===== config.mk =====
export PLATFORM = sky130hd
export DESIGN_NAME = uart_tx_frame_ctrl
export DESIGN_NICKNAME = d
export VERILOG_FILES = /design/src/rtl/uart_pkg.sv /design/src/rtl/uart_baud_div.sv /design/src/rtl/uart_tx_frame_ctrl.sv
export SDC_FILE = /design/constraint.sdc
export NUM_CORES = 1
export LEC_CHECK = 0
export CAP_MARGIN = 20
export CORE_UTILIZATION = 39
export DETAILED_ROUTE_END_ITERATION = 8
export HOLD_SLACK_MARGIN = 0.02
export SYNTH_ARGS = -nofsm -noshare
export SYNTH_HDL_FRONTEND = slang
export SYNTH_SLANG_ARGS = --single-unit

===== constraint.sdc =====
create_clock -name Clk -period 2.3 [get_ports Clk]
set_input_delay 0.46 -clock Clk [delete_from_list [all_inputs] [get_ports Clk]]
set_output_delay 0.46 -clock Clk [all_outputs]
set_load 0.02 [all_outputs]

===== src/rtl/uart_pkg.sv =====
// Shared definitions for the UART transmit path: parity encodings, controller states and
// frame assembly.
package uart_pkg;

  localparam logic [1:0] PAR_NONE0 = 2'b00;
  localparam logic [1:0] PAR_ODD   = 2'b01;
  localparam logic [1:0] PAR_EVEN  = 2'b10;
  localparam logic [1:0] PAR_NONE3 = 2'b11;

  // Widest frame the assembler produces: start + 8 data + parity + 2 stop.
  localparam int unsigned MaxFrameW = 12;

  typedef enum logic {
    StIdle = 1'b0,
    StSend = 1'b1
  } txState_e;

  // LSB-first frame: start bit at position 0, then data, optional parity, stop bits, idle ones.
  function automatic logic [MaxFrameW-1:0] assembleFrame(input logic [7:0] data,
                                                         input logic       len,
                                                         input logic [1:0] ptype,
                                                         input logic       stop);
    logic       parEn;
    logic       parBit;
    logic [1:0] tail;
    logic [MaxFrameW-1:0] frame;
    parEn  = (ptype == PAR_ODD) || (ptype == PAR_EVEN);
    parBit = (ptype == PAR_ODD) ? ~^(len ? data : {1'b0, data[6:0]})
                                :  ^(len ? data : {1'b0, data[6:0]});
    // Second stop bit, or an idle mark when only one stop is requested: both are 1.
    tail   = {stop, 1'b1} | {~stop, 1'b0};
    if (len) begin
      frame = parEn ? {tail, parBit, data, 1'b0} : {1'b1, tail, data, 1'b0};
    end else begin
      frame = parEn ? {1'b1, tail, parBit, data[6:0], 1'b0}
                    : {2'b11, tail, data[6:0], 1'b0};
    end
    return frame;
  endfunction

endpackage


===== src/rtl/uart_baud_div.sv =====
// Free-running baud divider: 50% duty BaudOut plus single-cycle strobes marking the Clk edge
// on which BaudOut rises (Rise) and falls (Fall).
module uart_baud_div #(
  parameter int unsigned CLK_DIV = 16
) (
  input  logic Clk,
  input  logic ResetN,
  output logic BaudOut,
  output logic Rise,
  output logic Fall
);

  localparam int unsigned CntW = $clog2(CLK_DIV);
  localparam logic [CntW-1:0] CntLast    = CntW'(CLK_DIV - 1);
  localparam logic [CntW-1:0] CntHalf    = CntW'(CLK_DIV / 2);
  localparam logic [CntW-1:0] CntPreHalf = CntW'(CLK_DIV / 2 - 1);

  logic [CntW-1:0] cntQ, cntD;

  always_comb begin
    cntD = (cntQ == CntLast) ? '0 : cntQ + 1'b1;
    Rise = (cntQ == CntPreHalf);
    Fall = (cntQ == CntLast);
  end

  always_ff @(posedge Clk or negedge ResetN) begin
    if (!ResetN) begin
      cntQ    <= '0;
      BaudOut <= 1'b0;
    end else begin
      cntQ    <= cntD;
      BaudOut <= (cntD >= CntHalf);
    end
  end

endmodule


===== src/rtl/uart_tx_frame_ctrl.sv =====
// UART transmit front end: one-entry byte buffer, frame assembly and Send/FrameOut sequencing
// aligned to the falling edge of the generated baud clock.
module uart_tx_frame_ctrl
  import uart_pkg::*;
#(
  parameter int unsigned Bits    = 11,
  parameter int unsigned CLK_DIV = 16
) (
  input  logic            Clk,
  input  logic            ResetN,
  input  logic [7:0]      TxData,
  input  logic            TxValid,
  output logic            TxReady,
  input  logic [1:0]      ParityTypeIn,
  input  logic            StopBitsIn,
  input  logic            DataLengthIn,
  output logic            BaudOut,
  output logic            Send,
  output logic [Bits-1:0] FrameOut,
  output logic            ParityOut,
  output logic [1:0]      ParityType,
  output logic            StopBits,
  output logic            DataLength,
  output logic            Busy
);

  localparam int unsigned EdgeW = $clog2(Bits + 1);
  localparam logic [EdgeW-1:0] EdgeMax = EdgeW'(Bits);
  localparam int unsigned CopyW = (Bits < MaxFrameW) ? Bits : MaxFrameW;

  logic baudRise, baudFall;

  uart_baud_div #(
    .CLK_DIV(CLK_DIV)
  ) uBaudDiv (
    .Clk    (Clk),
    .ResetN (ResetN),
    .BaudOut(BaudOut),
    .Rise   (baudRise),
    .Fall   (baudFall)
  );

  logic       bufFullQ;
  logic [7:0] bufDataQ;
  logic [1:0] bufParQ;
  logic       bufStopQ;
  logic       bufLenQ;

  txState_e         stateQ, stateD;
  logic [EdgeW-1:0] edgeCntQ, edgeCntD;
  logic             load;

  logic [MaxFrameW-1:0] frameRaw;
  logic [Bits-1:0]      frameNext;
  logic                 parityNext;

  assign TxReady = ~bufFullQ;
  assign Send    = (stateQ == StSend);
  assign Busy    = (stateQ == StSend);

  // Positions beyond the assembled frame idle at 1; positions beyond Bits are dropped.
  always_comb begin
    frameRaw                = assembleFrame(bufDataQ, bufLenQ, bufParQ, bufStopQ);
    frameNext               = '1;
    frameNext[CopyW-1:0]    = frameRaw[CopyW-1:0];
    parityNext              = bufLenQ ? ~^bufDataQ : ~^bufDataQ[6:0];
  end

  always_comb begin
    stateD   = stateQ;
    edgeCntD = edgeCntQ;
    load     = 1'b0;
    unique case (stateQ)
      StIdle: begin
        if (baudFall && bufFullQ) begin
          load     = 1'b1;
          edgeCntD = '0;
          stateD   = StSend;
        end
      end
      StSend: begin
        if (baudRise && (edgeCntQ < EdgeMax)) begin
          edgeCntD = edgeCntQ + 1'b1;
        end
        if (baudFall && (edgeCntQ == EdgeMax)) begin
          if (bufFullQ) begin
            load     = 1'b1;
            edgeCntD = '0;
          end else begin
            stateD   = StIdle;
          end
        end
      end
      default: stateD = StIdle;
    endcase
  end

  always_ff @(posedge Clk or negedge ResetN) begin
    if (!ResetN) begin
      stateQ   <= StIdle;
      edgeCntQ <= '0;
    end else begin
      stateQ   <= stateD;
      edgeCntQ <= edgeCntD;
    end
  end

  // A launch drains the buffer; the slot reopens on the following cycle.
  always_ff @(posedge Clk or negedge ResetN) begin
    if (!ResetN) begin
      bufFullQ <= 1'b0;
      bufDataQ <= '0;
      bufParQ  <= '0;
      bufStopQ <= 1'b0;
      bufLenQ  <= 1'b0;
    end else if (load) begin
      bufFullQ <= 1'b0;
    end else if (TxValid && !bufFullQ) begin
      bufFullQ <= 1'b1;
      bufDataQ <= TxData;
      bufParQ  <= ParityTypeIn;
      bufStopQ <= StopBitsIn;
      bufLenQ  <= DataLengthIn;
    end
  end

  always_ff @(posedge Clk or negedge ResetN) begin
    if (!ResetN) begin
      FrameOut   <= '1;
      ParityOut  <= 1'b0;
      ParityType <= PAR_NONE0;
      StopBits   <= 1'b0;
      DataLength <= 1'b0;
    end else if (load) begin
      FrameOut   <= frameNext;
      ParityOut  <= parityNext;
      ParityType <= bufParQ;
      StopBits   <= bufStopQ;
      DataLength <= bufLenQ;
    end
  end

endmodule


# [Word-level counts from Yosys, hierarchy flattened]
# Index checks and enable logic that the tools add are counted.
[classes] addsub=2 multipliers=0 div_mod_pow=0 order_cmp=2 eq_ne=6 shift=0 mux=20 bitwise_logic=5 reduce_logical=12
[ops] op="$mux W11" count=3
[ops] op="$mux W4" count=5
[ops] op="$reduce_xnor A8 Y1" count=2
[ops] op="$add A4 B1 Y4 const B" count=2
[ops] op="$eq A4 B4 Y1 const B" count=2
[ops] op="$mux W1" count=8
[ops] op="$mux W8" count=1
[ops] op="$pmux W4 S2" count=1
[ops] op="$reduce_xor A8 Y1" count=1
[ops] op="$reduce_xnor A7 Y1" count=1
[ops] op="$eq A4 B3 Y1 const B" count=1
[ops] op="$ge A4 B4 Y1 const B" count=1
[ops] op="$logic_and A1 B1 Y1" count=4
[ops] op="$lt A4 B4 Y1 const B" count=1
[ops] op="$not A1 Y1" count=4
[ops] op="$pmux W1 S2" count=2
[ops] op="$eq A2 B1 Y1 const B" count=1
[ops] op="$eq A2 B2 Y1 const B" count=1
[ops] op="$ne A2 B2 Y1 const B" count=1
[ops] op="$or A2 B2 Y2" count=1
[ops] op="$reduce_and A2 Y1" count=1
[ops] op="$reduce_bool A2 Y1" count=1
[ops] op="$logic_not A1 Y1" count=1
[ops] op="$logic_or A1 B1 Y1" count=1
[word_totals] reg_bits=39 latchBits=0 ramBits=0 rom_bits=0 in_bits=15 out_inout_bits=20 n_memories=0

# [Logic depth before layout (Yosys ltp)]
[depth] ltp_word=6 ltp_mapped=7 depth_no_buf=6

# [By module]
# A second synthesis with hierarchy kept.
[unflattened] hier_cells=127 area_unflattened_um2=1687.9
[by_module_without_submodules] mod="uart_tx_frame_ctrl" n_inst=1 cells_per_inst=110 area_each_um2=1480.2 seq_area_each_um2=838.3
[by_module_without_submodules] mod="uart_baud_div" n_inst=1 cells_per_inst=17 area_each_um2=207.7 seq_area_each_um2=125.1

# [Worst setup path after synthesis]
# OpenSTA, ideal clock, no wires.
[synth_timing] path_type="reg-to-reg" startpoint="register uBaudDiv.cntQ[0]" endpoint="register DataLength" t_arrival_ps=1530 required_ps=2175 path_slack_ps=645 stages_incl_launch_ff=7 period_less_slack_ps=1655 path_cell_list="dfrtp_1 > ha_1 > nand4_4 > a21o_1 > buf_6 > buf_8 > mux2_4"
[synth_between] elab_chain_cells=4 word_cells_on_any_way=6
[synth_lines] item="start, declared" line_no="uart_baud_div.sv:18" text="logic [CntW-1:0] cntQ, cntD;"
[synth_lines] item="start signal, assigned" line_no="uart_baud_div.sv:31" text="cntQ <= cntD;"
[synth_lines] item="$eq A4 B4 Y1 (*)" line_no="uart_baud_div.sv:23" text="Fall = (cntQ == CntLast);"
[synth_lines] item="$logic_and A1 B1 Y1, on equally long branches" line_no="uart_tx_frame_ctrl.sv:85, uart_tx_frame_ctrl.sv:75"
[synth_lines] item="$mux W1, on equally long branches" line_no="uart_tx_frame_ctrl.sv:85, uart_tx_frame_ctrl.sv:75"
[synth_lines] item="$pmux W1 S2 (*)" line_no="uart_tx_frame_ctrl.sv:73" text="unique case (stateQ)"
[synth_lines] item="end signal, assigned" line_no="uart_tx_frame_ctrl.sv:139" text="DataLength <= bufLenQ;"
[synth_lines] item="end, declared" line_no="uart_tx_frame_ctrl.sv:23" text="output logic DataLength,"
# Every way passes the cells marked *; elsewhere a longest branch is shown, timed or not.
# A chain may end at the register's enable or synchronous reset.

# [Final worst setup path]
[layout_timing] startpoint="register stateQ, in the netlist Busy" endpoint="output port Busy"
[layout_lines] item="start, declared" line_no="uart_tx_frame_ctrl.sv:49" text="txState_e stateQ, stateD;"
[layout_lines] item="start signal, assigned" line_no="uart_tx_frame_ctrl.sv:100" text="stateQ <= StIdle;"
[layout_lines] item="start signal, assigned" line_no="uart_tx_frame_ctrl.sv:103" text="stateQ <= stateD;"
[layout_lines] item="end, declared" line_no="uart_tx_frame_ctrl.sv:24" text="output logic Busy"
# No word-level cell between the ends.

==> impl_metrics.env <==
export IMPL_worst_ep_required_time_ns=1.84
export IMPL_finish_net_count=185
export IMPL_initial_core_util_pct=41.81
export IMPL_detailedPlacementHpwl_mm=2.118
export IMPL_ioPinCount=35
export IMPL_rsz0062_at_grt="false"
export IMPL_final_hold_vio_count=0
export IMPL_crit_path_end_kind="primary output"
export IMPL_diodes=0
export IMPL_final_period_minus_worst_setup_slack_ns=1.951
export IMPL_timing_critical_path_depth=1
export IMPL_grt_pass1_vias=1013
export IMPL_timing_reg2reg_worst_path_depth=4
export IMPL_design_core_area_mm2=0.004115
export IMPL_ys_seq_elements=38
export IMPL_synth_top_cells_by_area="sky130_fd_sc_hd__dfrtp_1 41%, sky130_fd_sc_hd__dfstp_2 15%, sky130_fd_sc_hd__mux2_2 11%"
export IMPL_filler_cell_count=341
export IMPL_finalSetupTns_ns=0
export IMPL_htree_num_levels=2
export IMPL_setup_viol_count_final=0
export IMPL_critPathSlowestCell="sky130_fd_sc_hd__clkdlybuf4s50_1"
export IMPL_grt_max_degree=39
export IMPL_cts_hold_bufs=0
export IMPL_crit_fanout=11
export IMPL_root_buffer_cell="sky130_fd_sc_hd__clkbuf_8"
export IMPL_floorplan_rows=23
export IMPL_route_detailed_drc=0
export IMPL_die_h_um=68.42
export IMPL_family_of_cells_with_the_greatest_summed_delay_on_the_critical_path="buffers and inverters"
export IMPL_final_max_slew_viol_count=0
export IMPL_post_drt_wl_per_cell_um=13.60
export IMPL_cts_sink_count=38
export IMPL_synth_cell_type_count=36
export IMPL_postSynthCellCount=134
export IMPL_avgViaCountPerCell=4.972
export IMPL_critical_path_cell_chain="clkdlybuf4s50_1"
export IMPL_leakage_nw=0.9302
export IMPL_drtAntennaViolNets=0
export IMPL_arrival_ns=1.49
export IMPL_syn_area_per_cell_um2=12.84
export IMPL_die_outline_area_mm2=0.004681
export IMPL_grt_remaining_overflow=0
export IMPL_synth_largest_area_cell="sky130_fd_sc_hd__dfrtp_1"
export IMPL_r2r_slack_ns=0.38
export IMPL_layout_drive_gt1_share_pct=25.60
export IMPL_die_width_um=68.42
export IMPL_path_buf_inv=1
export IMPL_max_slew_margin_rel_pct=45.04
export IMPL_synth_seq_area_share_pct=56.00
export IMPL_power_per_cell_area_mw_per_mm2=820.6
export IMPL_worst_hold_path_type="input pin to async pin"
export IMPL_post_synth_top_area_fraction_pct=40.73
export IMPL_critPathLaunchType="flop"
export IMPL_wirelength_mm=2.965
export IMPL_min_period_over_period_pct=84.81
export IMPL_post_cts_resize_count=0
export IMPL_cell_area_after_synthesis_mm2=0.001720
export IMPL_postSynthNetCount=152
export IMPL_drv_cap=0
export IMPL_critical_path_max_stage_delay_ns=0.67
export IMPL_hold_slack_final_ns=0.2572
export IMPL_grt_antenna_before_repair=0
export IMPL_crit_type="flop to primary output"
export IMPL_detailedRoute_firstPassIterationCount=4
export IMPL_worst_slew_pin_slew_ns=0.8244
export IMPL_clock_latency_ns=0.29
export IMPL_area_growth_synth_to_final_pct=25.89
export IMPL_grt_pass1_wl_mm=4.705
export IMPL_synth_yosys_warnings=0
export IMPL_run_status="finished clean"
export IMPL_finalClockSkew_ns=0.006779
export IMPL_cts_tree="done"
export IMPL_ir_worst_vdd_v=0.0003219
export IMPL_drt_iter0_drc=65
export IMPL_finalWeightedCongestion=0.8060
export IMPL_setup_repair_bufs_after_cts=0
export IMPL_number_of_input_and_output_port_buffers_inserted=33
export IMPL_clock_tree_buffer_depth=2
export IMPL_worst_setup_hold_path_clk_slew_ns=0.07
export IMPL_global_route_usage_total_pct=14.53
export IMPL_max_freq_mhz=512.6
export IMPL_route_vias_total=1084
export IMPL_cts_made_buffers=5
==> layout by cell type, fill, tap and decap left out, types with 2 or more instances in the layout <==
master                            count
sky130_fd_sc_hd__nand2_1              8
sky130_fd_sc_hd__xnor3_1              2
sky130_fd_sc_hd__nor3_1               2
sky130_fd_sc_hd__nor2_1               7
sky130_fd_sc_hd__nand3_1              2
sky130_fd_sc_hd__o21ai_0             10
sky130_fd_sc_hd__ha_1                 3
sky130_fd_sc_hd__xor2_1               2
sky130_fd_sc_hd__inv_1                4
sky130_fd_sc_hd__dfrtp_1             28
sky130_fd_sc_hd__and2_1               2
sky130_fd_sc_hd__xnor2_1              4
sky130_fd_sc_hd__clkbuf_8             5
sky130_fd_sc_hd__a21oi_1              4
sky130_fd_sc_hd__nand3b_1             2
sky130_fd_sc_hd__a31oi_1              3
sky130_fd_sc_hd__mux2_2              17
sky130_fd_sc_hd__dfstp_2             10
sky130_fd_sc_hd__xnor2_2              2
sky130_fd_sc_hd__mux2_4               2
sky130_fd_sc_hd__clkinv_2             2
sky130_fd_sc_hd__o22ai_1              2
sky130_fd_sc_hd__clkdlybuf4s50_1     32
==> cell usage after synthesis, drive strengths merged <==
cell type and instances:
dfrtp 28, mux2 19, dfstp 10, o21ai 10, nand2 8, nor2 7, xnor2 6, buf 5
a21oi 4, inv 4, a31oi 3, clkbuf 3, ha 3, and2 2, nand3 2, nand3b 2
nor3 2, o22ai 2, xnor3 2, xor2 2, a21o 1, and3 1, conb 1, mux2i 1
nand4 1, nor2b 1, o211ai 1, o21a 1, o31ai 1, or3 1
==> cell type report <==
type                            instances  area, um^2  area share [%]
Clock inverter                          3       40.04           1.849
Clock buffer                            5       68.82           3.177
Timing Repair Buffer                   34       332.8           15.37
Tap cell                               50       62.56           2.889
Inverter                                4       15.01          0.6932
Sequential cell                        38       963.4           44.48
Multi-Input combinational cell         84       683.2           31.54
==> routing by layer <==
metal | track usage, % | part of all wire (%) | up-vias
met2 | 20.59 | 46 | 33
met4 | 5.469 | 1.1 | 0
met5 | 0 | 0 | -
met1 | 19.14 | 47 | 523
li1 | - | - | 524
met3 | 6.667 | 5.9 | 4
==> path summary, 6_finish.rpt <==
kind                                       start       endpoint
worst max-delay path                        Busy           Busy
worst min-delay path                      ResetN    edgeCntQ[3]
worst max register to register  uBaudDiv.cntQ[0]  ParityType[0]
worst min register to register         ParityOut      ParityOut
max in group asynchronous                 ResetN       bufFullQ
min in group Clk                       ParityOut      ParityOut
==> power breakdown <==
group          switching (mW)  leakage (nW)  total (mW)  internal, mW
clock                   0.224        0.0579       0.543         0.319
combinational           0.177         0.430       0.420         0.243
sequential             0.0505         0.443       0.815         0.765
total                   0.451         0.930        1.78          1.33
==> stage by stage <==
step | instances | power [mW] | instance area (um^2) | util [%] | worst slack (ns)
finish | 218 | 1.777 | 2166 | 52.63 | 0.3493
global route | 218 | 1.872 | 2166 | 52.63 | 0.2452
CTS | 218 | 1.806 | 2166 | 52.63 | 0.3447
detailed placement | 210 | 1.256 | 2057 | 49.98 | 0.3693
global placement | 210 | 1.249 | 2057 | 49.98 | 0.3972
floorplan | 134 | 1.097 | 1720 | - | 0.6447
==> sequential cells by signal, summed over array words and instances, names as in the netlist, 2 cells and up <==
register and flops:
FrameOut 10, ParityType 2, edgeCntQ 4, bufDataQ 8, bufParQ 2, uBaudDiv.cntQ 4
==> cells by family (layout without fill, tap and decap cells) <==
logic type | Yosys count | after routing | share of synthesized area (%)
flip-flops | 38 | 38 | 56.00
buffers and inverters | 12 | 46 | 4.290
other | 1 | 1 | 0.2180
XOR/XNOR | 10 | 10 | 7.563
adder cells (fa/ha/maj) | 3 | 3 | 2.182
multiplexers | 20 | 20 | 13.45
AO/OA/AOI/OAI | 23 | 23 | 7.928
AND/OR/NAND/NOR | 27 | 27 | 8.364
Note: power is estimated with default switching activity, not from simulation.
